File: config.mk
export PLATFORM = sky130hd
export DESIGN_NAME = sync_wconv_fifo
export DESIGN_NICKNAME = d
export VERILOG_FILES = /design/src/rtl/wconv_fifo_pkg.sv /design/src/rtl/wconv_ram.sv /design/src/rtl/sync_wconv_fifo.sv
export SDC_FILE = /design/constraint.sdc
export NUM_CORES = 2
export LEC_CHECK = 0
export ABC_AREA = 0
export BUFFER_PORTS_ARGS = -buffer_cell sky130_fd_sc_hd__buf_2
export CAP_MARGIN = 30
export CELL_PAD_IN_SITES_DETAIL_PLACEMENT = 0
export CELL_PAD_IN_SITES_GLOBAL_PLACEMENT = 2
export CORE_UTILIZATION = 54
export DETAILED_ROUTE_END_ITERATION = 8
export MAX_ROUTING_LAYER = met4
export PLACE_DENSITY = 0.83
export SLEW_MARGIN = 20
export SYNTH_ARGS = -nofsm -noshare
export SYNTH_HDL_FRONTEND = slang
export SYNTH_SLANG_ARGS = --single-unit
export TNS_END_PERCENT = 20
File: constraint.sdc
create_clock -name clk -period 10 [get_ports clk]
set_input_delay 0 -clock clk [delete_from_list [all_inputs] [get_ports clk]]
set_output_delay 0 -clock clk [all_outputs]
set_load 0.01 [all_outputs]
File: src/rtl/wconv_fifo_pkg.sv
// Shared configuration helpers for the width-converting FIFO: width
// derivation, ratio calculation and the parameter sanity check.
package wconv_fifo_pkg;

    // Ceiling log2, usable in constant expressions.
    function automatic int unsigned clog2(input int unsigned v);
        int unsigned r;
        r = 0;
        for (int unsigned i = 0; i < 32; i++) begin
            if ((32'd1 << i) < v) r = i + 1;
        end
        return r;
    endfunction

    // Narrow unit width: the smaller of the two port widths.
    function automatic int unsigned calc_dwn(input int unsigned dwi, input int unsigned dwo);
        return (dwi < dwo) ? dwi : dwo;
    endfunction

    // Narrow units per write word.
    function automatic int unsigned calc_ri(input int unsigned dwi, input int unsigned dwo);
        return dwi / calc_dwn(dwi, dwo);
    endfunction

    // Narrow units per read word.
    function automatic int unsigned calc_ro(input int unsigned dwi, input int unsigned dwo);
        return dwo / calc_dwn(dwi, dwo);
    endfunction

    // Number of RAM banks: the larger of the two ratios.
    function automatic int unsigned calc_ratio(input int unsigned dwi, input int unsigned dwo);
        return (calc_ri(dwi, dwo) > calc_ro(dwi, dwo)) ? calc_ri(dwi, dwo) : calc_ro(dwi, dwo);
    endfunction

    function automatic bit is_pow2(input int unsigned v);
        return (v != 0) && ((v & (v - 1)) == 0);
    endfunction

    // Widths must be exact power-of-2 multiples and the depth must hold one wide word.
    function automatic bit cfg_ok(input int unsigned dwi, input int unsigned dwo,
                                  input int unsigned awn);
        int unsigned dwn;
        dwn = calc_dwn(dwi, dwo);
        return (dwn != 0) && (dwi % dwn == 0) && (dwo % dwn == 0) &&
               is_pow2(calc_ratio(dwi, dwo)) && (awn >= clog2(calc_ratio(dwi, dwo)));
    endfunction

endpackage

File: src/rtl/wconv_ram.sv
// Banked simple dual-port storage for the width-converting FIFO.
// One DWN-wide bank per narrow lane of the wider port; pointers are in
// narrow units, low bits pick the bank and high bits the row.
module wconv_ram
    import wconv_fifo_pkg::*;
#(
    parameter int unsigned DWI = 16,
    parameter int unsigned DWO = 64,
    parameter int unsigned AWN = 7
) (
    input  logic           clk_i,
    input  logic           rst_ni,
    input  logic           we_i,
    input  logic [AWN-1:0] wptr_i,
    input  logic [DWI-1:0] wdata_i,
    input  logic           re_i,
    input  logic [AWN-1:0] rptr_i,
    output logic [DWO-1:0] rdata_o
);

    localparam int unsigned DWN   = calc_dwn(DWI, DWO);
    localparam int unsigned RI    = calc_ri(DWI, DWO);
    localparam int unsigned RO    = calc_ro(DWI, DWO);
    localparam int unsigned RATIO = calc_ratio(DWI, DWO);
    localparam int unsigned LR    = clog2(RATIO);
    localparam int unsigned LRX   = (LR > 0) ? LR : 1;
    localparam int unsigned AWB   = AWN - LR;
    localparam int unsigned AWBX  = (AWB > 0) ? AWB : 1;
    localparam int unsigned DEPTH = 1 << AWB;

    logic [DWN-1:0]  mem_q [RATIO][DEPTH];
    logic [DWN-1:0]  wlane [RATIO];
    logic [DWN-1:0]  rbank_data [RATIO];
    logic [AWBX-1:0] waddr;
    logic [AWBX-1:0] raddr;
    logic [LRX-1:0]  wbank;
    logic [LRX-1:0]  rbank;
    logic [DWO-1:0]  rdata_d;
    logic [DWO-1:0]  rdata_q;

    assign waddr = AWBX'(wptr_i >> LR);
    assign raddr = AWBX'(rptr_i >> LR);
    assign wbank = LRX'(wptr_i);
    assign rbank = LRX'(rptr_i);

    // Split a wide write word across all banks, or broadcast a narrow one.
    if (RI == RATIO) begin : g_wsplit
        for (genvar b = 0; b < RATIO; b++) begin : g_lane
            assign wlane[b] = wdata_i[b*DWN +: DWN];
        end
    end else begin : g_wbcast
        for (genvar b = 0; b < RATIO; b++) begin : g_lane
            assign wlane[b] = wdata_i[DWN-1:0];
        end
    end

    // Write all banks for a wide write, only the addressed bank for a narrow one.
    always_ff @(posedge clk_i) begin
        if (we_i) begin
            for (int unsigned b = 0; b < RATIO; b++) begin
                if ((RI == RATIO) || (LRX'(b) == wbank)) mem_q[b][waddr] <= wlane[b];
            end
        end
    end

    // Asynchronous bank read at the shared row address.
    always_comb begin
        for (int unsigned b = 0; b < RATIO; b++) begin
            rbank_data[b] = mem_q[b][raddr];
        end
    end

    // Wide read concatenates banks little-endian; narrow read muxes one bank.
    if (RO == RATIO) begin : g_rcat
        logic rbank_unused;
        assign rbank_unused = ^rbank;
        for (genvar b = 0; b < RATIO; b++) begin : g_lane
            assign rdata_d[b*DWN +: DWN] = rbank_data[b];
        end
    end else begin : g_rmux
        assign rdata_d = rbank_data[rbank];
    end

    // Output register updates only on an accepted read.
    always_ff @(posedge clk_i or negedge rst_ni) begin
        if (!rst_ni) rdata_q <= '0;
        else if (re_i) rdata_q <= rdata_d;
    end

    assign rdata_o = rdata_q;

endmodule

File: src/rtl/sync_wconv_fifo.sv
// Single-clock FIFO with independent write/read widths (up- or downsizing),
// level output, programmable thresholds and sticky error flags.
module sync_wconv_fifo
    import wconv_fifo_pkg::*;
#(
    parameter int unsigned DWI = 16,
    parameter int unsigned DWO = 64,
    parameter int unsigned AWN = 7
) (
    input  logic           clk,
    input  logic           rstn,
    input  logic           winc,
    input  logic [DWI-1:0] wdata,
    output logic           wfull,
    input  logic           rinc,
    output logic [DWO-1:0] rdata,
    output logic           rempty,
    output logic [AWN:0]   level,
    input  logic [AWN:0]   prog_full_th,
    output logic           prog_full,
    input  logic [AWN:0]   prog_empty_th,
    output logic           prog_empty,
    input  logic           clr_err,
    output logic           overflow,
    output logic           underflow
);

    localparam int unsigned RI = calc_ri(DWI, DWO);
    localparam int unsigned RO = calc_ro(DWI, DWO);

    if (!cfg_ok(DWI, DWO, AWN)) begin : g_cfg_err
        $error("sync_wconv_fifo: unsupported DWI/DWO/AWN combination");
    end

    localparam logic [AWN:0]   RI_P = (AWN+1)'(RI);
    localparam logic [AWN:0]   RO_P = (AWN+1)'(RO);
    localparam logic [AWN+1:0] RI_E = (AWN+2)'(RI);
    localparam logic [AWN+1:0] CAP  = (AWN+2)'(1) << AWN;

    logic [AWN:0]   wptr_q, wptr_d;
    logic [AWN:0]   rptr_q, rptr_d;
    logic [AWN:0]   level_q, level_d;
    logic           ovf_q, ovf_d;
    logic           unf_q, unf_d;
    logic [AWN+1:0] free_w;
    logic           wacc;
    logic           racc;

    // Flags derive from the registered level so they lag the accepted op by one cycle.
    always_comb begin
        free_w     = CAP - {1'b0, level_q};
        wfull      = free_w < RI_E;
        rempty     = level_q < RO_P;
        prog_full  = level_q >= prog_full_th;
        prog_empty = level_q <= prog_empty_th;
        wacc       = winc && !wfull;
        racc       = rinc && !rempty;
    end

    // Next-state for pointers, level and sticky errors; a set beats a same-cycle clear.
    always_comb begin
        wptr_d  = wptr_q + (wacc ? RI_P : '0);
        rptr_d  = rptr_q + (racc ? RO_P : '0);
        level_d = wptr_d - rptr_d;
        ovf_d   = ovf_q;
        unf_d   = unf_q;
        if (clr_err) begin
            ovf_d = 1'b0;
            unf_d = 1'b0;
        end
        if (winc && wfull) ovf_d = 1'b1;
        if (rinc && rempty) unf_d = 1'b1;
    end

    // Control state register.
    always_ff @(posedge clk or negedge rstn) begin
        if (!rstn) begin
            wptr_q  <= '0;
            rptr_q  <= '0;
            level_q <= '0;
            ovf_q   <= 1'b0;
            unf_q   <= 1'b0;
        end else begin
            wptr_q  <= wptr_d;
            rptr_q  <= rptr_d;
            level_q <= level_d;
            ovf_q   <= ovf_d;
            unf_q   <= unf_d;
        end
    end

    wconv_ram #(
        .DWI (DWI),
        .DWO (DWO),
        .AWN (AWN)
    ) u_ram (
        .clk_i   (clk),
        .rst_ni  (rstn),
        .we_i    (wacc),
        .wptr_i  (wptr_q[AWN-1:0]),
        .wdata_i (wdata),
        .re_i    (racc),
        .rptr_i  (rptr_q[AWN-1:0]),
        .rdata_o (rdata)
    );

    assign level     = level_q;
    assign overflow  = ovf_q;
    assign underflow = unf_q;

endmodule
### After elaboration in Yosys (flattened, before gate mapping)

Memories as Yosys holds them, arrays and structs flattened.
Index checks and enable logic that the tools add are counted.

* flip-flop bits (word level): 90
* RAM bits: 2048
* input bits: 37
* output and inout port bits: 78
* logic and storage cells: 76
* memories: 1

Memory list
* u_ram.mem_q: depth 4, bits a word 512, rd ports 4, clocked after Yosys merged registers in 0, write ports 1, RTL line wconv_ram.sv:31 `logic [DWN-1:0] mem_q [RATIO][DEPTH];`

* add/subtract/negate cells: 4
* $lt $le $gt $ge: 7
* equal/unequal tests: 3
* multiplexer cells: 40
* bitwise operators: 2
* reductions and logical operators: 13

Operator list (count)
* 512-bit two-way mux: 10
* 512-bit OR reduction: 3
* 16-bit binary-select mux with 5-bit select: 4
* 16-bit two-way mux: 9
* 16-bit demux with 5-bit select: 1
* 6-bit greater-or-equal comparator, second input constant: 2
* 1-bit two-way mux: 12
* 5-bit inverter with 6-bit output: 2
* 9-bit by 1-bit less-than comparator with 1-bit output, second input constant: 1
* 8-bit by 8-bit subtractor with 9-bit output, first input constant: 1
* 8-bit by 1-bit adder with 8-bit output: 1
* 8-bit by 3-bit adder with 8-bit output: 1
* 8-bit greater-or-equal comparator: 1
* 8-bit <= comparator: 1
* 8-bit by 3-bit less-than comparator with 1-bit output, second input constant: 1
* 8-bit subtractor: 1
* 6-bit by 1-bit less-than comparator with 1-bit output, second input constant: 1
* 2-bit two-way mux: 3
* 1-bit logical AND: 5
* 2-bit == test, first input constant: 2
* 2-bit nonzero test: 2
* 3-bit two-way mux: 1
* 1-bit by 2-bit == test with 1-bit output, first input constant: 1
* 1-bit zero test: 2
* 2-bit zero test: 1

### Longest topological paths before layout

* depth after elaboration: 10
* depth in mapped cells: 16
* gate-level depth less buffers: 15

### Hierarchy

From an unflattened synthesis, not the netlist that was laid out.

* cells, all modules: 3642
* area total of the unflattened synthesis: 81304.2 sq um

Modules (own cells, without submodules)
* wconv_ram: times used 1, cells an instance 3483, area an instance 79744.0 sq um, sequential area each 63100.5 sq um
* sync_wconv_fifo: times used 1, cells an instance 159, area an instance 1560.2 sq um, sequential area each 550.5 sq um

### Least setup slack after synthesis

OpenSTA, ideal clock, no wires.

* path kind: reg2reg
* start point: reg level_q[2], in the netlist level[2]
* end point: reg level_q[7], in the netlist level[7]
* library setup time: 127 ps
* arrival: 3477 ps
* data required time: 9873 ps
* slack: 6396 ps
* stages on the path, launching flop included: 16
* buffers on the path: 3
* clock period less this slack: 3604 ps
* cell sequence: dfrtp_1 > or4_4 > nor3_2 > nand2b_1 > buf_4 > buf_2 > buf_2 > inv_1 > ha_1 > ha_1 > inv_1 > ha_1 > a21oi_1 > maj3_1 > o21ai_0 > xnor2_1

* elaborated cells on any way between the ends: 12
* those cells by class: add/sub (4); order compare (2); mux (2); reduce/logical (4)

RTL lines
* start: declaration: RTL line sync_wconv_fifo.sv:42 `logic [AWN:0] level_q, level_d;`
* start signal: assignment: RTL line sync_wconv_fifo.sv:86 `level_q <= level_d;`
* 8-bit by 3-bit less-than comparator with 1-bit output: RTL line sync_wconv_fifo.sv:53 `rempty = level_q < RO_P;`
* named net rempty: RTL line sync_wconv_fifo.sv:17 `output logic rempty,`
* 1-bit zero test: RTL line sync_wconv_fifo.sv:57 `racc = rinc && !rempty;`
* 1-bit logical AND: RTL line sync_wconv_fifo.sv:57
* named net racc: RTL line sync_wconv_fifo.sv:47 `logic racc;`
* 3-bit two-way mux: RTL line sync_wconv_fifo.sv:63 `rptr_d = rptr_q + (racc ? RO_P : '0);`
* 8-bit by 3-bit adder with 8-bit output: RTL line sync_wconv_fifo.sv:63
* named net rptr_d[3]: RTL line sync_wconv_fifo.sv:41 `logic [AWN:0] rptr_q, rptr_d;`
* 8-bit subtractor: RTL line sync_wconv_fifo.sv:64 `level_d = wptr_d - rptr_d;`
* named net level_d[7]: RTL line sync_wconv_fifo.sv:42

The timed path passes the listed nets, and every way through them passes these cells.
A chain may end at the register's enable or synchronous reset.

### Worst setup path after layout

* start point: reg rptr_q[4]
* end point: reg level_q[7], in the netlist level[7]

* cells in the longest elaborated chain, start to end: 2

RTL lines
* start: declaration: RTL line sync_wconv_fifo.sv:41
* start signal: assignment: RTL line sync_wconv_fifo.sv:85 `rptr_q <= rptr_d;`
* 8-bit by 3-bit adder with 8-bit output: RTL line sync_wconv_fifo.sv:63
* named net rptr_d[6]: RTL line sync_wconv_fifo.sv:41
* 8-bit subtractor: RTL line sync_wconv_fifo.sv:64
* named net level_d[7]: RTL line sync_wconv_fifo.sv:42

The timed path passes the listed nets, and every way through them passes these cells.

==> impl_metrics.py <==
metrics = {
    "worst_setup_path": {
        "critical_path_arrival_ns": 5.25,
        "cp.required_ns": 10.74,
        "cp-start-kind": "flop",
        "critPathMaxFanout": 46,
        "worstSetupEndpointType": "flop",
        "crit_type": "reg -> reg",
        "reg2reg_depth": 11,
    },
    "logic_synthesis": {
        "synth_area_leader_cell": "edfxtp_1",
        "yosysSeqAreaShare_pct": 78.4,
        "avgSynthCellArea_um2": 21.6,
        "syn_area_um2": 81200,
        "syn_inst": 3762,
        "yosys_warnings": 0,
        "yosys_register_bits": 2134,
        "synth_edf_count": 2048,
        "synthFlopType": "edfxtp_1",
        "synth_top_area_share_pct": 75.8,
        "synth_area_leaders": "edfxtp_1 76%, mux4_2 14%, dfrtp_1 2.7%, a22oi_1 1.3%, o22ai_1 0.86%",
        "ys_types": 41,
        "async_reset_ff_share_pct": 4.03,
        "synth_fp_nets": 3828,
    },
    "run_status": {
        "outcome": "finished, final reports clean",
    },
    "route": {
        "drt-total-wl_um": 207000,
        "ant_nets": 0,
        "drc_errors": 0,
        "num_vias": 40368,
        "firstDrtPassIters": 6,
        "initialDrtViolationCount": 5215,
        "post_drt_wl_per_cell_um": 33.2,
        "viasPerCell": 6.48,
    },
    "clocking": {
        "clkSinkCount": 2134,
        "cts_buffers": 204,
        "clk_pin_slew_ns": 0.06,
        "cts_tree": "done",
        "cts_setup_buffers": 0,
        "clockBufferDepth": 3,
        "htree_num_levels": 4,
        "clockRootBuffer": "clkbuf_16",
        "clock_latency_ns": 0.82,
    },
    "global_routing": {
        "grt_pass1_vias": 40120,
        "grtUsageTotal_pct": 28.5,
        "grt_pass1_wl_um": 294000,
        "antenna_found_initial": 2,
        "overflow": 0,
        "grt_max_degree": 101,
    },
    "power_and_ir_drop": {
        "leakage_uw": 0.0292,
        "ir_worst_vdd_mv": 0.262,
        "power_density_nw_per_um2": 271,
    },
    "placed_design": {
        "io_buffer_count": 114,
        "hpwl_um": 115000,
        "place_area_um2": 85100,
        "dp_slack_ns": 5.51,
        "place_congestion": 0.805,
        "placedCellCount": 5820,
    },
    "sta": {
        "fin_skew_ns": 0.0213,
        "final_max_slew_viol_count": 0,
        "fmaxAchievable_ghz": 0.222,
        "slew-limit-headroom_pct": 32.5,
        "tightest_slew_ns": 1.01,
        "worst_hold_slack_ns": 0.137,
        "rsz0062_at_grt": "false",
        "fin_ws_ns": 5.49,
        "hold_viol_final": 0,
        "setup_viol": 0,
        "layout_min_cycle_time_ns": 4.51,
        "period_share_pct": 45.1,
        "finalSetupTns_ns": 0,
    },
    "floorplanning": {
        "pin_count": 115,
        "die_area_um2": 152000,
        "row_count": 141,
        "die_w_um": 390,
        "start_util_pct": 54.7,
        "die_h_um": 390,
        "core_um2": 149000,
    },
    "final_layout": {
        "syn_to_final_growth_pct": 13.3,
        "seqCellArea_um2": 63700,
        "instances_no_fill": 6232,
        "final_common_cell": "edfxtp_1",
        "drive_above_1_share_pct": 28.2,
        "final_area_um2": 92000,
        "nets": 4120,
        "fill_cells": 10263,
        "multi_input_area_um2": 16800,
        "most-common-layout-cells": "2048 x edfxtp_1, 512 x mux4_2, 214 x clkbuf_16, 144 x a22oi_1, 144 x buf_4",
    },
    "worst_hold_path": {
        "hold_path_depth": 4,
        "hold_class": "in -> reg",
    },
    "flow_run": {
        "cap_violations": 0,
    },
}
state kept, by name, summed over array words and instances, names as in the netlist:
register and count:
u_ram.mem_q 2048, wptr_q 6, underflow 1, overflow 1
level 8, rptr_q 6, u_ram.rdata_o 64
report_power, final:
part | internal, µW | switching (µW) | total (µW)
sequential | 10100 | 426 | 10600
combinational | 2770 | 4050 | 6820
clock | 4290 | 3250 | 7540
total | 17200 | 7720 | 24900
path summary, 6_finish.rpt:
kind	start	to	slack, ns
setup / recovery	rptr_q[4]$_DFF_PN0_	level[7]$_DFF_PN0_	5.49
hold / removal	clr_err	underflow$_DFFE_PN0P_	0.14
setup reg to reg	rptr_q[4]$_DFF_PN0_	level[7]$_DFF_PN0_	5.49
hold reg to reg	u_ram.rdata_o[2]$_DFFE_PN0P_	u_ram.rdata_o[2]$_DFFE_PN0P_	0.47
max in group asynchronous	rstn	rptr_q[2]$_DFF_PN0_	8.80
min in group asynchronous	rstn	underflow$_DFFE_PN0P_	0.30
critical path, cell delays in order (launching register included):
cell	delay, ns
dfrtp_4	0.92
buf_4	0.60
buf_12	0.31
and2_4	0.58
buf_4	0.74
nand2_1	0.15
xnor2_1	0.21
inv_1	0.07
ha_1	0.32
a21oi_1	0.15
o21ai_0	0.12
xnor2_1	0.20
Yosys cell counts, drive strengths merged (5+ instances only):
library cell / count
edfxtp: 2048
mux4: 512
nor2: 170
a22oi: 144
nand2: 142
buf: 116
o22ai: 112
a21oi: 107
clkbuf: 104
dfrtp: 86
o21ai: 70
inv: 30
nor3: 30
ha: 28
nor2b: 10
xnor2: 9
xor2: 7
and2: 5
nand2b: 5
nand4: 5
repair_timing:
action                                  CTS  global route
hold buffers                             25             0
hold endpoints to repair                843             0
endpoints found under the setup margin    0             0
gates resized for setup                   0             0
per-layer routing:
layer	vias up	wire, µm	global-route usage (%)
met4	0	5560	8.17
li1	16276	-	-
met3	325	20700	6.34
met2	2234	99300	43.3
met5	-	0	-
met1	21533	81300	39.4
logic make-up after synthesis:
kind of cell    Yosys count  synth area share [%]
fa+ha+maj                31                 0.481
compound gates          441                  3.37
flops                  2134                  78.4
simple gates            378                  1.97
mux                     512                  14.2
buf+inv                 250                  1.40
xor+xnor                 16                 0.173
layout make-up:
cell class                 count  share of cell area (%)
sequential                  2134                    69.2
tap                         2002                    2.72
inverter                      30                   0.122
multi-input combinational   1378                    18.2
clock buffer                 277                    6.16
antenna                        5                  0.0136
clock inverter               100                   0.914
timing repair buffer         306                    2.65
metrics by stage:
stage	utilization, %	power (µW)
3_5_place_dp	57.3	17500
3_3_place_gp	56.9	17500
6_report	61.9	24900
2_1_floorplan	-	15000
5_1_grt	61.9	25800
4_1_cts	61.9	25000
(Power assumes the default switching activity.)
